==> src/rtl/alu_pkg.sv <==
// Shared definitions for the ALU operation controller: default sizes,
// opcode assignments and the controller FSM state encoding.
package alu_pkg;

    localparam int ALU_WIDTH   = 4;
    localparam int ALU_NUM_OPS = 4;
    localparam int ALU_OPW     = 3;

    localparam int OP_AND = 0;
    localparam int OP_OR  = 1;
    localparam int OP_XOR = 2;
    localparam int OP_ADD = 3;

    typedef enum logic [1:0] {
        ST_IDLE = 2'd0,
        ST_EXEC = 2'd1,
        ST_DONE = 2'd2
    } alu_state_t;

endpackage

==> src/rtl/alu_res_mux.sv <==
// Selects the enabled function unit's result slice and derives zero/error flags.
// An illegal opcode yields zero data so that undriven (X) slices never propagate.
module alu_res_mux #(
    parameter int WIDTH   = alu_pkg::ALU_WIDTH,
    parameter int NUM_OPS = alu_pkg::ALU_NUM_OPS,
    parameter int OPW     = alu_pkg::ALU_OPW
) (
    input  logic [OPW-1:0]           op,
    input  logic [NUM_OPS*WIDTH-1:0] fu_res,
    output logic [WIDTH-1:0]         data,
    output logic                     zero,
    output logic                     err
);

    always_comb begin
        data = '0;
        err  = 1'b1;
        for (int unsigned k = 0; k < NUM_OPS; k++) begin
            if (op == OPW'(k)) begin
                data = fu_res[k*WIDTH +: WIDTH];
                err  = 1'b0;
            end
        end
        zero = (data == '0);
    end

endmodule

==> src/rtl/alu_op_ctrl.sv <==
// Upstream controller for the ALU function units: accepts an operation,
// pulses the selected unit's enable for one cycle, then holds its result.
module alu_op_ctrl
    import alu_pkg::*;
#(
    parameter int WIDTH   = ALU_WIDTH,
    parameter int NUM_OPS = ALU_NUM_OPS,
    parameter int OPW     = ALU_OPW
) (
    input  logic                     clk,
    input  logic                     reset,
    input  logic                     in_valid,
    output logic                     in_ready,
    input  logic [OPW-1:0]           in_op,
    input  logic [WIDTH-1:0]         in_a,
    input  logic [WIDTH-1:0]         in_b,
    output logic [NUM_OPS-1:0]       fu_en,
    output logic [WIDTH-1:0]         fu_a,
    output logic [WIDTH-1:0]         fu_b,
    input  logic [NUM_OPS*WIDTH-1:0] fu_res,
    output logic                     out_valid,
    input  logic                     out_ready,
    output logic [WIDTH-1:0]         out_data,
    output logic                     out_zero,
    output logic                     out_err,
    output logic [7:0]               op_count
);

    alu_state_t         state, state_next;
    logic [OPW-1:0]     op_r;
    logic [WIDTH-1:0]   a_r, b_r;
    logic [WIDTH-1:0]   mux_data;
    logic               mux_zero, mux_err;
    logic               accept, consume;

    assign accept  = in_valid && in_ready;
    assign consume = (state == ST_DONE) && out_ready;

    alu_res_mux #(
        .WIDTH   (WIDTH),
        .NUM_OPS (NUM_OPS),
        .OPW     (OPW)
    ) u_res_mux (
        .op     (op_r),
        .fu_res (fu_res),
        .data   (mux_data),
        .zero   (mux_zero),
        .err    (mux_err)
    );

    always_ff @(posedge clk) begin
        if (reset) begin
            state <= ST_IDLE;
        end else begin
            state <= state_next;
        end
    end

    always_comb begin
        state_next = state;
        unique case (state)
            ST_IDLE: if (in_valid) state_next = ST_EXEC;
            ST_EXEC: state_next = ST_DONE;
            ST_DONE: if (out_ready) state_next = in_valid ? ST_EXEC : ST_IDLE;
            default: state_next = ST_IDLE;
        endcase
    end

    // Illegal opcodes match no index, so fu_en stays all-zero for them.
    always_comb begin
        fu_en     = '0;
        in_ready  = 1'b0;
        out_valid = 1'b0;
        unique case (state)
            ST_IDLE: in_ready = 1'b1;
            ST_EXEC: begin
                for (int unsigned k = 0; k < NUM_OPS; k++) begin
                    fu_en[k] = (op_r == OPW'(k));
                end
            end
            ST_DONE: begin
                in_ready  = out_ready;
                out_valid = 1'b1;
            end
            default: ;
        endcase
    end

    assign fu_a = a_r;
    assign fu_b = b_r;

    always_ff @(posedge clk) begin
        if (reset) begin
            op_r     <= '0;
            a_r      <= '0;
            b_r      <= '0;
            out_data <= '0;
            out_zero <= 1'b0;
            out_err  <= 1'b0;
            op_count <= '0;
        end else begin
            if (accept) begin
                op_r <= in_op;
                a_r  <= in_a;
                b_r  <= in_b;
            end
            if (state == ST_EXEC) begin
                out_data <= mux_data;
                out_zero <= mux_zero;
                out_err  <= mux_err;
            end
            if (consume) begin
                op_count <= op_count + 8'd1;
            end
        end
    end

endmodule

==> config.mk <==
export PLATFORM = sky130hd
export DESIGN_NAME = alu_op_ctrl
export DESIGN_NICKNAME = d
export VERILOG_FILES = /design/src/rtl/alu_pkg.sv /design/src/rtl/alu_res_mux.sv /design/src/rtl/alu_op_ctrl.sv
export SDC_FILE = /design/constraint.sdc
export NUM_CORES = 1
export LEC_CHECK = 0
export BUFFER_PORTS_ARGS = -buffer_cell sky130_fd_sc_hd__buf_2
export CORE_UTILIZATION = 25
export CTS_CLUSTER_SIZE = 24
export DETAILED_ROUTE_END_ITERATION = 10
export GPL_TIMING_DRIVEN = 0
export SYNTH_ARGS = -nofsm -noshare
export SYNTH_HDL_FRONTEND = slang
export SYNTH_SLANG_ARGS = --single-unit
==> constraint.sdc <==
create_clock -name clk -period 2 [get_ports clk]
set_input_delay 0.1 -clock clk [delete_from_list [all_inputs] [get_ports clk]]
set_output_delay 0.1 -clock clk [all_outputs]
set_load 0.02 [all_outputs]
==> results of run 1 <==
## power by group
part / internal (W) / total (W) / switching [W]
Sequential: 0.000560 / 0.000572 / 0.0000126
Combinational: 0.0000869 / 0.000200 / 0.000113
Clock: 0.000143 / 0.000311 / 0.000169
Total: 0.000790 / 0.00108 / 0.000294
## synthesized netlist by cell type
| cell | instances |
|---|---|
| a21oi_1 | 22 |
| a31o_1 | 1 |
| and2b_1 | 1 |
| and4_1 | 1 |
| buf_2 | 1 |
| buf_4 | 1 |
| buf_6 | 1 |
| clkbuf_1 | 11 |
| dfxtp_1 | 27 |
| ha_1 | 1 |
| inv_1 | 4 |
| mux2i_1 | 1 |
| mux4_2 | 4 |
| nand2_1 | 7 |
| nand2b_1 | 2 |
| nand3_1 | 4 |
| nand3b_1 | 1 |
| nand4_1 | 1 |
| nand4b_1 | 12 |
| nand4b_4 | 1 |
| nor2_1 | 6 |
| nor2b_1 | 2 |
| nor3_1 | 1 |
| nor3b_1 | 1 |
| nor4_1 | 2 |
| nor4b_1 | 2 |
| o21a_1 | 1 |
| o21ai_0 | 1 |
| o21ai_1 | 1 |
| o31ai_1 | 15 |
| or3_1 | 1 |
| or4_1 | 4 |
| xor2_1 | 2 |
## sequential cells by signal, summed over array words and instances, names as in the netlist
name	count
fu_b	4
state	2
out_zero	1
out_err	1
op_r	3
op_count	8
out_data	4
fu_a	4
## metrics by stage
stage	cell area (um2)	utilization, %	std cells	setup WS, ns
after floorplan	1330	-	143	0.419
after global placement	1700	33.4	270	0.502
after detailed placement	1700	33.4	270	0.487
after CTS	1750	34.2	274	0.179
after global routing	1750	34.2	274	0.0428
final	1750	34.2	274	0.215
## tightest hold or removal path, stage by stage
cell      delay, ns
buf_2          0.09
nand4b_1       0.07
a21oi_1        0.05
## routing by layer
metal / GRT usage [%] / vias to the layer above / wire length [um]
li1: - / 666 / -
met1: 17.8 / 577 / 1700
met2: 20.3 / 44 / 1570
met3: 3.61 / 2 / 198
met4: 2.52 / 0 / 19
met5: 0 / - / 0
## cell type report
cell class                      count  area share (%)
Clock buffer                        4            2.58
Tap cell                           70            5.01
Multi-Input combinational cell     98            40.6
Timing Repair Buffer               57            16.3
Inverter                            4           0.858
Sequential cell                    27            30.9
Buffer                             14            3.72
## kinds of logic (layout without fill, tap and decap cells)
logic type | Yosys count | after routing | synth area share (%)
multiplexers | 5 | 5 | 7.52
flip-flops | 27 | 27 | 40.6
AO/OA/AOI/OAI | 41 | 41 | 18.7
buffers and inverters | 18 | 79 | 6.01
AND/OR/NAND/NOR | 49 | 49 | 24.9
adder cells (fa/ha/maj) | 1 | 1 | 0.940
XOR/XNOR | 2 | 2 | 1.32
## worst paths after layout
path	slack (ns)	depth (start not counted)	to
setup / recovery	0.22	4	fu_en[3]
hold / removal	0.09	3	fu_a[1]
setup reg to reg	0.61	4	out_zero
hold reg to reg	0.45	2	out_data[3]
==> results by group, run 1 <==
Layout
  – Footprint of the multi-input gates: 711 um2
  – Final net count: 237
  – Area grow syn2layout: 31.4%
  – Fill count: 558
  – Sequential cell area: 541 um2
  – Share of post-route cells with drive strength above 1: 33.3%
  – Commonest non-fill, non-tap cell in the layout: buf_2
  – Most frequent cells in the layout: buf_2, dfxtp_1, a21oi_1, o31ai_1
  – N_diodes: 0

Drt
  – Number of iterations in the first detailed-routing pass: 4
  – DR DRC count: 0
  – DRT Wirelength: 3490 um
  – Via-to-Cell Ratio: 4.70
  – ANT nets after route: 0
  – WL per Instance: 12.7 um
  – Vias: 1289
  – DR iter-0 viols: 59

Worst hold path
  – Min-delay src: in_a[1]
  – Worst min path class: in2reg

Die
  – Io pins: 59
  – Initial Util: 26.1%
  – Die Wd: 75.0 um
  – Die footprint: 5620 um2
  – Die height: 75.0 um
  – Core area: 5110 um2
  – Num rows: 26

Clock tree
  – Post-CTS Hold Buffers: 0
  – Post-cts resize count: 0
  – TritonCTS clock tree: done
  – Clk root buf: clkbuf_8
  – Clock transition at path regs: 0.09 ns
  – Postcts setup bufs: 0
  – CTS Buffer Depth: 2
  – Htree depth: 1
  – Worst-Skew Late Latency: 0.27 ns
  – Num CTS Buffers: 3
  – Clk sinks: 27

Yosys
  – Seq/Total Area, Yosys: 40.6%
  – #FFs+latches synth: 27
  – Post-synth top area share: 40.6%
  – YS warnings: 0
  – Netlist cell types: 33
  – Syn_area_per_cell: 9.31 um2
  – Synth Cell Area: 1330 um2
  – Syn Nets: 175
  – Area contributors post-synth: dfxtp_1, o31ai_1, a21oi_1
  – Gate Count Post-Synth: 143
  – Yosys top cell by area: dfxtp_1

STA
  – Hold Worst Slack: 0.0869 ns
  – Clock Skews: 0.00217 ns
  – Unrepaired setup endpoints after global routing: false
  – Worst slew pin tran: 0.513 ns
  – Setup total negative slack: 0 ns
  – Final hold violations: 0
  – Rel. slew slack: 65.8%
  – Fin crit share: 89.2%
  – Fin. max-slew vios: 0
  – Fmax: 560 MHz
  – Final setup fails: 0
  – Crit path time final: 1.78 ns

Critical path
  – Crit end category: output port
  – Setup crit start: state[0]
  – Crit path DAT: 1.68 ns
  – Cell Chain, Critical Path: buf_2 -> nor2b_1 -> and4_1 -> buf_2
  – Crit Path Max Fanout: 10
  – Crit-path leading delay family: simple AND/OR/NAND/NOR gates
  – Critical path launch point type: register
  – Worst stage delay on the critical path: 0.42 ns
  – CP bufs+invs: 2
  – Setup CP Type: reg2out
  – Worst endpoint required time: 1.90 ns
  – R2R Path Start: state[0]
  – Crit-path most repeated cell: buf_2
  – Worst path slowest cell: nor2b_1

Power and ir drop
  – Power Density: 620 nW/um2
  – Worst VDD drop: 0.415 mV
  – Pwr Total: 0.00108 W
  – Static Leak: 0.744 nW

Global routing
  – Initial antenna violation count: 0
  – Total Routing Usage GR: 12.9%
  – Pin count of the biggest net entering global routing: 15
  – Vias in the first global route: 1143
  – GRT overflow: 0
  – First-pass GRT wire length: 5490 um

Placement
  – IO Port Bufs: 57
  – HPWL after DPL: 2620 um
  – RD Place Congestion: 0.729

Outcome
  – Status: finished clean

Job
  – Max_cap viols: 0
Note: power is estimated with default switching activity, not from simulation.
==> run 2: changes to the inputs <==
--- a/config.mk
+++ b/config.mk
@@ -5,11 +5,13 @@
 export SDC_FILE = /design/constraint.sdc
 export NUM_CORES = 1
 export LEC_CHECK = 0
+export ABC_AREA = 1
 export BUFFER_PORTS_ARGS = -buffer_cell sky130_fd_sc_hd__buf_2
 export CORE_UTILIZATION = 25
 export CTS_CLUSTER_SIZE = 24
 export DETAILED_ROUTE_END_ITERATION = 10
 export GPL_TIMING_DRIVEN = 0
+export PLACE_DENSITY = 0.56
 export SYNTH_ARGS = -nofsm -noshare
 export SYNTH_HDL_FRONTEND = slang
 export SYNTH_SLANG_ARGS = --single-unit
==> constraint.sdc (replaced) <==
create_clock -name clk -period 1.9 [get_ports clk]
set_input_delay 0.095 -clock clk [delete_from_list [all_inputs] [get_ports clk]]
set_output_delay 0.095 -clock clk [all_outputs]
set_load 0.02 [all_outputs]
==> run 2 against run 1 <==
Net effect:
- sequential cell count is the same
- clock power grew 6.8%
- critical path depth grew 1
- critical endpoint is now fu_en[2]
- largest power group unchanged
- highest routed layer unchanged
==> results by group, run 2 <==
Power and ir drop
  – Sw Ratio: 31.0% (+3.9 points)
  – Internal power: 0.000853 W (+8.0%)
  – Part of the power in registers: 50.7% (-2.1 points)
  – Power Density: 755 nW/um2 (+22%)
  – Worst VDD drop: 0.340 mV (-18%)
  – Static Leak: 0.770 nW (+3.5%)
  – Clk network pwr share: 26.9% (-1.8 points)
  – P_sw: 0.000383 W (+30%)
  – Comb power frac: 22.4% (+4.0 points)

Drt
  – WL per Instance: 10.6 um (-17%)
  – ANT nets after route: 0 (unchanged)
  – DR DRC count: 0 (unchanged)
  – Via-to-Cell Ratio: 4.34 (-7.7%)
  – DRT Wirelength: 3160 um (-9.5%)
  – Number of iterations in the first detailed-routing pass: 4 (unchanged)
  – DR iter-0 viols: 58 (-1.7%)
  – Vias: 1289 (unchanged)

Layout
  – Max reg flops: 8 (unchanged)
  – Share of post-route cells with drive strength above 1: 30.9% (-2.5 points)
  – Most frequent cells in the layout: buf_2, nor2_1, dfxtp_1, nand2_1, o21ai_0
  – Final core utilization: 34.7% (+0.43 points)
  – Area grow syn2layout: 34.1%
  – N_diodes: 0 (unchanged)
  – Commonest non-fill, non-tap cell in the layout: buf_2
  – Final net count: 263 (+11%)
  – Top reg by flops: op_count

Clock tree
  – Htree depth: 1 (unchanged)
  – Clk root buf: clkbuf_8
  – Num CTS Buffers: 3 (unchanged)
  – Worst-Skew Late Latency: 0.27 ns (about the same)
  – Clk sinks: 27 (unchanged)
  – TritonCTS clock tree: done
  – CTS Buffer Depth: 2 (unchanged)
  – Clock transition at path regs: 0.10 ns (about the same)

STA
  – Unrepaired setup endpoints after global routing: false
  – Setup total negative slack: 0 ns (unchanged)
  – Rel. slew slack: 70.4% (+4.6 points)
  – Worst slew pin tran: 0.443 ns (-0.0700 ns)
  – Final setup fails: 0 (unchanged)
  – Crit path time final: 1.72 ns
  – Fin crit share: 90.5%
  – Fmax: 582 MHz
  – Final hold violations: 0 (unchanged)
  – Fin. max-slew vios: 0 (unchanged)
  – Clock Skews: 0.00512 ns (+0.00295 ns)

Global routing
  – Total Routing Usage GR: 12.3% (-0.62 points)
  – Initial antenna violation count: 0 (unchanged)
  – GRT overflow: 0 (unchanged)
  – First-pass GRT wire length: 5010 um (-8.7%)
  – Pin count of the biggest net entering global routing: 15 (unchanged)
  – Vias in the first global route: 1131 (-1.0%)

Placement
  – RD Place Congestion: 0.754 (+3.4%)
  – HPWL after DPL: 2360 um (-9.8%)
  – IO Port Bufs: 57 (unchanged)

Yosys
  – Most frequent cell after synthesis: nor2_1
  – Yosys top cell by area: dfxtp_1
  – Post-synth top area share: 44.3% (+3.7 points)
  – Synth Cell Area: 1220 um2 (-8.3%)
  – #FFs+latches synth: 27 (unchanged)
  – Post-synth top cells: nor2_1, dfxtp_1, nand2_1
  – Netlist cell types: 25 (-24%)
  – Seq/Total Area, Yosys: 44.3% (+3.7 points)
  – Syn_area_per_cell: 7.23 um2 (-22%)
  – Post-synth EDFFs: 0 (unchanged)
  – Syn Nets: 201 (+15%)
  – Top flip-flop cell by instance count after synthesis: dfxtp_1
  – YS warnings: 0 (unchanged)
  – Area contributors post-synth: dfxtp_1, nor2_1, o21ai_0
  – Gate Count Post-Synth: 169 (+18%)
  – Async set or reset register ratio after synthesis: 0% (unchanged)

Die
  – Die Wd: 71.9 um (-4.1%)
  – Initial Util: 25.9% (-0.21 points)
  – Die height: 71.9 um (-4.1%)
  – Io pins: 59 (unchanged)
  – Core area: 4720 um2 (-7.5%)
  – Die footprint: 5170 um2 (-8.1%)
  – Num rows: 25 (-3.8%)

Outcome
  – Status: finished clean

Critical path
  – R2R Path Start: state[0]
  – Crit path DAT: 1.62 ns (-0.06 ns)
  – Crit end category: output port
  – Crit Path Max Fanout: 8 (-2)
  – Worst endpoint required time: 1.80 ns (-0.10 ns)
  – Setup CP Type: reg2out
  – Critical path launch point type: register
  – FF-to-FF setup slack: 0.43 ns (-0.18 ns)
  – Setup crit start: state[0]

Worst hold path
  – Worst min path class: in2reg
  – Min-delay src: in_a[0]

Job
  – Max_cap viols: 0 (unchanged)
run 2: changes by cell type after synthesis, sizes merged, moves of 8 or more:
cell    delta
o21ai     +16
o31ai     -15
nand4b    -13
inv       +10
clkbuf    -11
nand2     +13
nor2      +37
a21oi     -14
nand4      +8
run 2: timing repair:
item	CTS	global route
endpoints found under the hold margin	0	0
setup endpoints to repair	0	3
resized for setup	0	1
hold buffers	0	0
buffers inserted	0	0
run 2: through the flow:
stage                     worst slack (ns)  total power [W]  cell area (um2)  instances  hold slack, ns
after floorplan                      0.347         0.000818             1220        169           0.240
after global placement               0.338         0.000918             1590        293           0.332
after detailed placement             0.354         0.000919             1590        293           0.337
after CTS                           0.0349          0.00126             1640        297          0.0443
after global routing                0.0774          0.00131             1640        297          0.0717
final                                0.181          0.00124             1640        297          0.0457
run 2: power by group through the flow:
stage,Sequential (W),Combinational [W],Clock (W)
after global routing,0.000633,0.000309,0.000366
final,0.000627,0.000277,0.000332
after CTS,0.000627,0.000280,0.000351
after floorplan,0.000672,0.000145,0
after detailed placement,0.000640,0.000279,0
after global placement,0.000640,0.000279,0
run 2: area by class of cell:
class / count / area [um2]
well taps: 67 / 83.8
repair buffers: 57 / 285
flip-flops and latches: 27 / 541
clock buffers: 4 / 45.0
multi-input cells: 121 / 593
plain buffers: 5 / 30.0
fillers: 524 / 3090
inverters: 16 / 60.1
run 2: metal layers:
| metal | GRT usage [%] | vias to the layer above | wire length, um |
|---|---|---|---|
| li1 | - | 680 | - |
| met1 | 15.4 | 551 | 1450 |
| met2 | 20.1 | 56 | 1410 |
| met3 | 3.75 | 2 | 274 |
| met4 | 4.14 | 0 | 21 |
| met5 | 0 | - | 0 |
run 2: final timing paths:
check	to	cells after the start
worst min-delay path	fu_a[0]	3
worst max-delay path	fu_en[2]	5
worst min register to register	out_zero	2
worst max register to register	fu_a[2]	9
run 2: critical path: stages, from the launching register on:
cell and delay (ns):
dfxtp_1 0.39, inv_2 0.08, nor2_2 0.21, inv_1 0.19, nor4_1 0.25, buf_2 0.23
run 2: cell families after synthesis:
| family | share of synthesized area [%] |
|---|---|
| xor+xnor | 1.43 |
| simple gates | 33.4 |
| buf+inv | 7.38 |
| flops | 44.3 |
| compound gates | 12.5 |
| fa+ha+maj | 1.02 |
==> run 3: changes to the inputs <==
--- a/config.mk
+++ b/config.mk
@@ -5,13 +5,12 @@
 export SDC_FILE = /design/constraint.sdc
 export NUM_CORES = 1
 export LEC_CHECK = 0
-export ABC_AREA = 1
 export BUFFER_PORTS_ARGS = -buffer_cell sky130_fd_sc_hd__buf_2
 export CORE_UTILIZATION = 25
 export CTS_CLUSTER_SIZE = 24
 export DETAILED_ROUTE_END_ITERATION = 10
 export GPL_TIMING_DRIVEN = 0
-export PLACE_DENSITY = 0.56
+export PLACE_DENSITY = 0.55
 export SYNTH_ARGS = -nofsm -noshare
 export SYNTH_HDL_FRONTEND = slang
 export SYNTH_SLANG_ARGS = --single-unit
==> constraint.sdc (replaced) <==
create_clock -name clk -period 1.6 [get_ports clk]
set_input_delay 0.08 -clock clk [delete_from_list [all_inputs] [get_ports clk]]
set_output_delay 0.08 -clock clk [all_outputs]
set_load 0.02 [all_outputs]
==> run 3 against run 2 <==
Net effect:
- worst hold slack improved by 0.025 ns
- routed wire length up 11%
- clock skew fell by 0.0032 ns
- cell count fell by 8.1%
- critical endpoint is now out_zero
- combinational power down 6%
- clock-buffer cell count did not move
- sequential cell count is the same
==> results by group, run 3 (synthesis results as in run 1) <==
STA
  – Fmax: 673 MHz
  – Final hold violations: 0 (unchanged)
  – Worst slew pin tran: 0.493 ns (+0.0506 ns)
  – Unrepaired setup endpoints after global routing: false
  – Crit path time final: 1.49 ns
  – Clock Skews: 0.00191 ns (-0.00321 ns)
  – Rel. slew slack: 67.1% (-3.3 points)
  – Fin. max-slew vios: 0 (unchanged)
  – Fin crit share: 92.9%
  – Setup total negative slack: 0 ns (unchanged)
  – Final setup fails: 0 (unchanged)

Clock tree
  – Clock transition at path regs: 0.09 ns (about the same)
  – Num CTS Buffers: 3 (unchanged)
  – Post-CTS Hold Buffers: 0 (unchanged)
  – Htree depth: 1 (unchanged)
  – CTS Buffer Depth: 2 (unchanged)
  – TritonCTS clock tree: done
  – Clk root buf: clkbuf_8
  – Worst-Skew Late Latency: 0.27 ns (about the same)
  – Clk sinks: 27 (unchanged)

Global routing
  – Pin count of the biggest net entering global routing: 15 (unchanged)
  – GRT overflow: 0 (unchanged)
  – Total Routing Usage GR: 13.2% (+0.94 points)
  – Initial antenna violation count: 0 (unchanged)
  – Vias in the first global route: 1150 (+1.7%)
  – First-pass GRT wire length: 5650 um (+13%)

Layout
  – N_diodes: 0 (unchanged)
  – Final core utilization: 34.9% (+0.23 points)
  – Share of post-route cells with drive strength above 1: 37.4% (+6.6 points)
  – Max reg flops: 8 (unchanged)
  – Top reg by flops: op_count
  – Fill count: 571 (+9.0%)
  – Final net count: 236 (-10%)
  – Design Area, Final: 1780 um2 (+8.9%)
  – Most frequent cells in the layout: buf_2, dfxtp_1, a21oi_1, o31ai_1, nand4b_1
  – Commonest non-fill, non-tap cell in the layout: buf_2
  – Area grow syn2layout: 33.9%

Worst hold path
  – Hold path depth: 3 (unchanged)
  – Sink of the worst hold path: fu_a[1]
  – Min-delay src: in_a[1]
  – Worst min path class: in2reg

Critical path
  – Crit path DAT: 1.70 ns (+0.08 ns)
  – Critical path launch point type: register
  – Reg-to-reg endpoint: out_zero
  – Cell Chain, Critical Path: clkbuf_1 -> mux4_2 -> a21oi_1 -> a31o_1
  – Reg2reg path depth: 4 (-5)
  – Worst path slowest cell: mux4_2
  – FF-to-FF setup slack: 0.11 ns (-0.32 ns)
  – Crit Path Max Fanout: 9 (+1)
  – Worst stage delay on the critical path: 0.38 ns (about the same)
  – Worst endpoint required time: 1.82 ns (+0.02 ns)
  – R2R Path Start: op_r[1]
  – Crit end category: register
  – Setup CP Type: reg2reg

Power and ir drop
  – Static Leak: 0.756 nW (-1.9%)
  – Worst VDD drop: 0.402 mV (+18%)
  – Power Density: 764 nW/um2 (+1.2%)

Drt
  – ANT nets after route: 0 (unchanged)
  – DR iter-0 viols: 64 (+10%)
  – Via-to-Cell Ratio: 4.83 (+11%)
  – DR DRC count: 0 (unchanged)
  – DRT Wirelength: 3520 um (+11%)
  – WL per Instance: 12.9 um (+21%)
  – Number of iterations in the first detailed-routing pass: 4 (unchanged)
  – Met2 WL: 1650 um (+17%)
  – Met3 WL post-DR: 175 um (-36%)
  – Vias: 1318 (+2.2%)
  – Max Used Layer: met4
  – DRT met1 WL: 1660 um (+15%)

Placement
  – IO Port Bufs: 57 (unchanged)
  – Cell Area, Placed: 1700 um2 (+7.2%)
  – HPWL after DPL: 2570 um (+9.0%)
  – RD Place Congestion: 0.704 (-6.6%)

Die
  – Die footprint: 5620 um2 (+8.8%)
  – Die height: 75.0 um (+4.3%)
  – Die Wd: 75.0 um (+4.3%)
  – Io pins: 59 (unchanged)
  – Initial Util: 26.1% (+0.21 points)
  – Core area: 5110 um2 (+8.1%)
  – Num rows: 26 (+4.0%)

Outcome
  – Status: finished clean

Job
  – Max_cap viols: 0 (unchanged)
run 3: cell count changes in the layout (fill, tap and decap cells not counted), sizes merged, moves of 7 or more:
cell,delta
nor2,-37
o21ai,-16
o31ai,+15
a21oi,+14
nand2,-13
nand4b,+13
clkbuf,+10
inv,-10
nand4,-8
nand3,-7
run 3: area by class of cell:
type	instances	area, um2	area share (%)
buffer	12	61.3	3.44
clock buffer	4	45.0	2.53
inverter	4	15.0	0.842
multi-input combinational	98	739	41.5
sequential	27	542	30.4
tap	70	87.6	4.91
timing repair buffer	58	293	16.4
run 3: metrics by stage:
step	hold slack [ns]	worst slack, ns	power (W)	std cells
floorplan	0.245	0.0390	0.000890	143
global placement	0.358	0.124	0.000982	270
detailed placement	0.358	0.125	0.000984	270
CTS	0.0596	-0.00177	0.00138	272
global route	0.0697	0.0175	0.00144	273
finish	0.0710	0.114	0.00136	273
run 3: layer usage:
layer / up-vias / track usage (%)
li1: 663 / -
met1: 613 / 18.0
met2: 40 / 21.1
met3: 2 / 3.61
met4: 0 / 2.52
met5: - / 0
run 3: report_power, final:
part | switching, W | internal (W)
Combinational | 0.000145 | 0.000115
Clock | 0.000207 | 0.000178
Sequential | 0.0000173 | 0.000700
Total | 0.000369 | 0.000993
run 3: worst max-delay path, delay by kind of cell (launching register included):
kind / cells / cell delay, ns
mux: 1 / 0.38
buf+inv: 1 / 0.35
compound gates: 2 / 0.40
flops: 1 / 0.31
run 3: how the worst max path moves through the flow:
stage	endpoint	startpoint	slack, ns	depth (start not counted)
finish	out_zero	op_r[1]	0.11	4
global route	out_zero	op_r[1]	0.02	4
CTS	fu_en[3]	state[0]	-0.002	4
detailed placement	fu_en[3]	state[0]	0.13	4
global placement	fu_en[3]	state[0]	0.12	4
floorplan	fu_en[1]	state[1]	0.04	4
run 3: timing repair:
| item | 4_1_cts | 5_1_grt |
|---|---|---|
| gates resized for setup | 4 | 7 |
| setup endpoints to repair | 4 | 6 |
| buffers inserted | 0 | 1 |
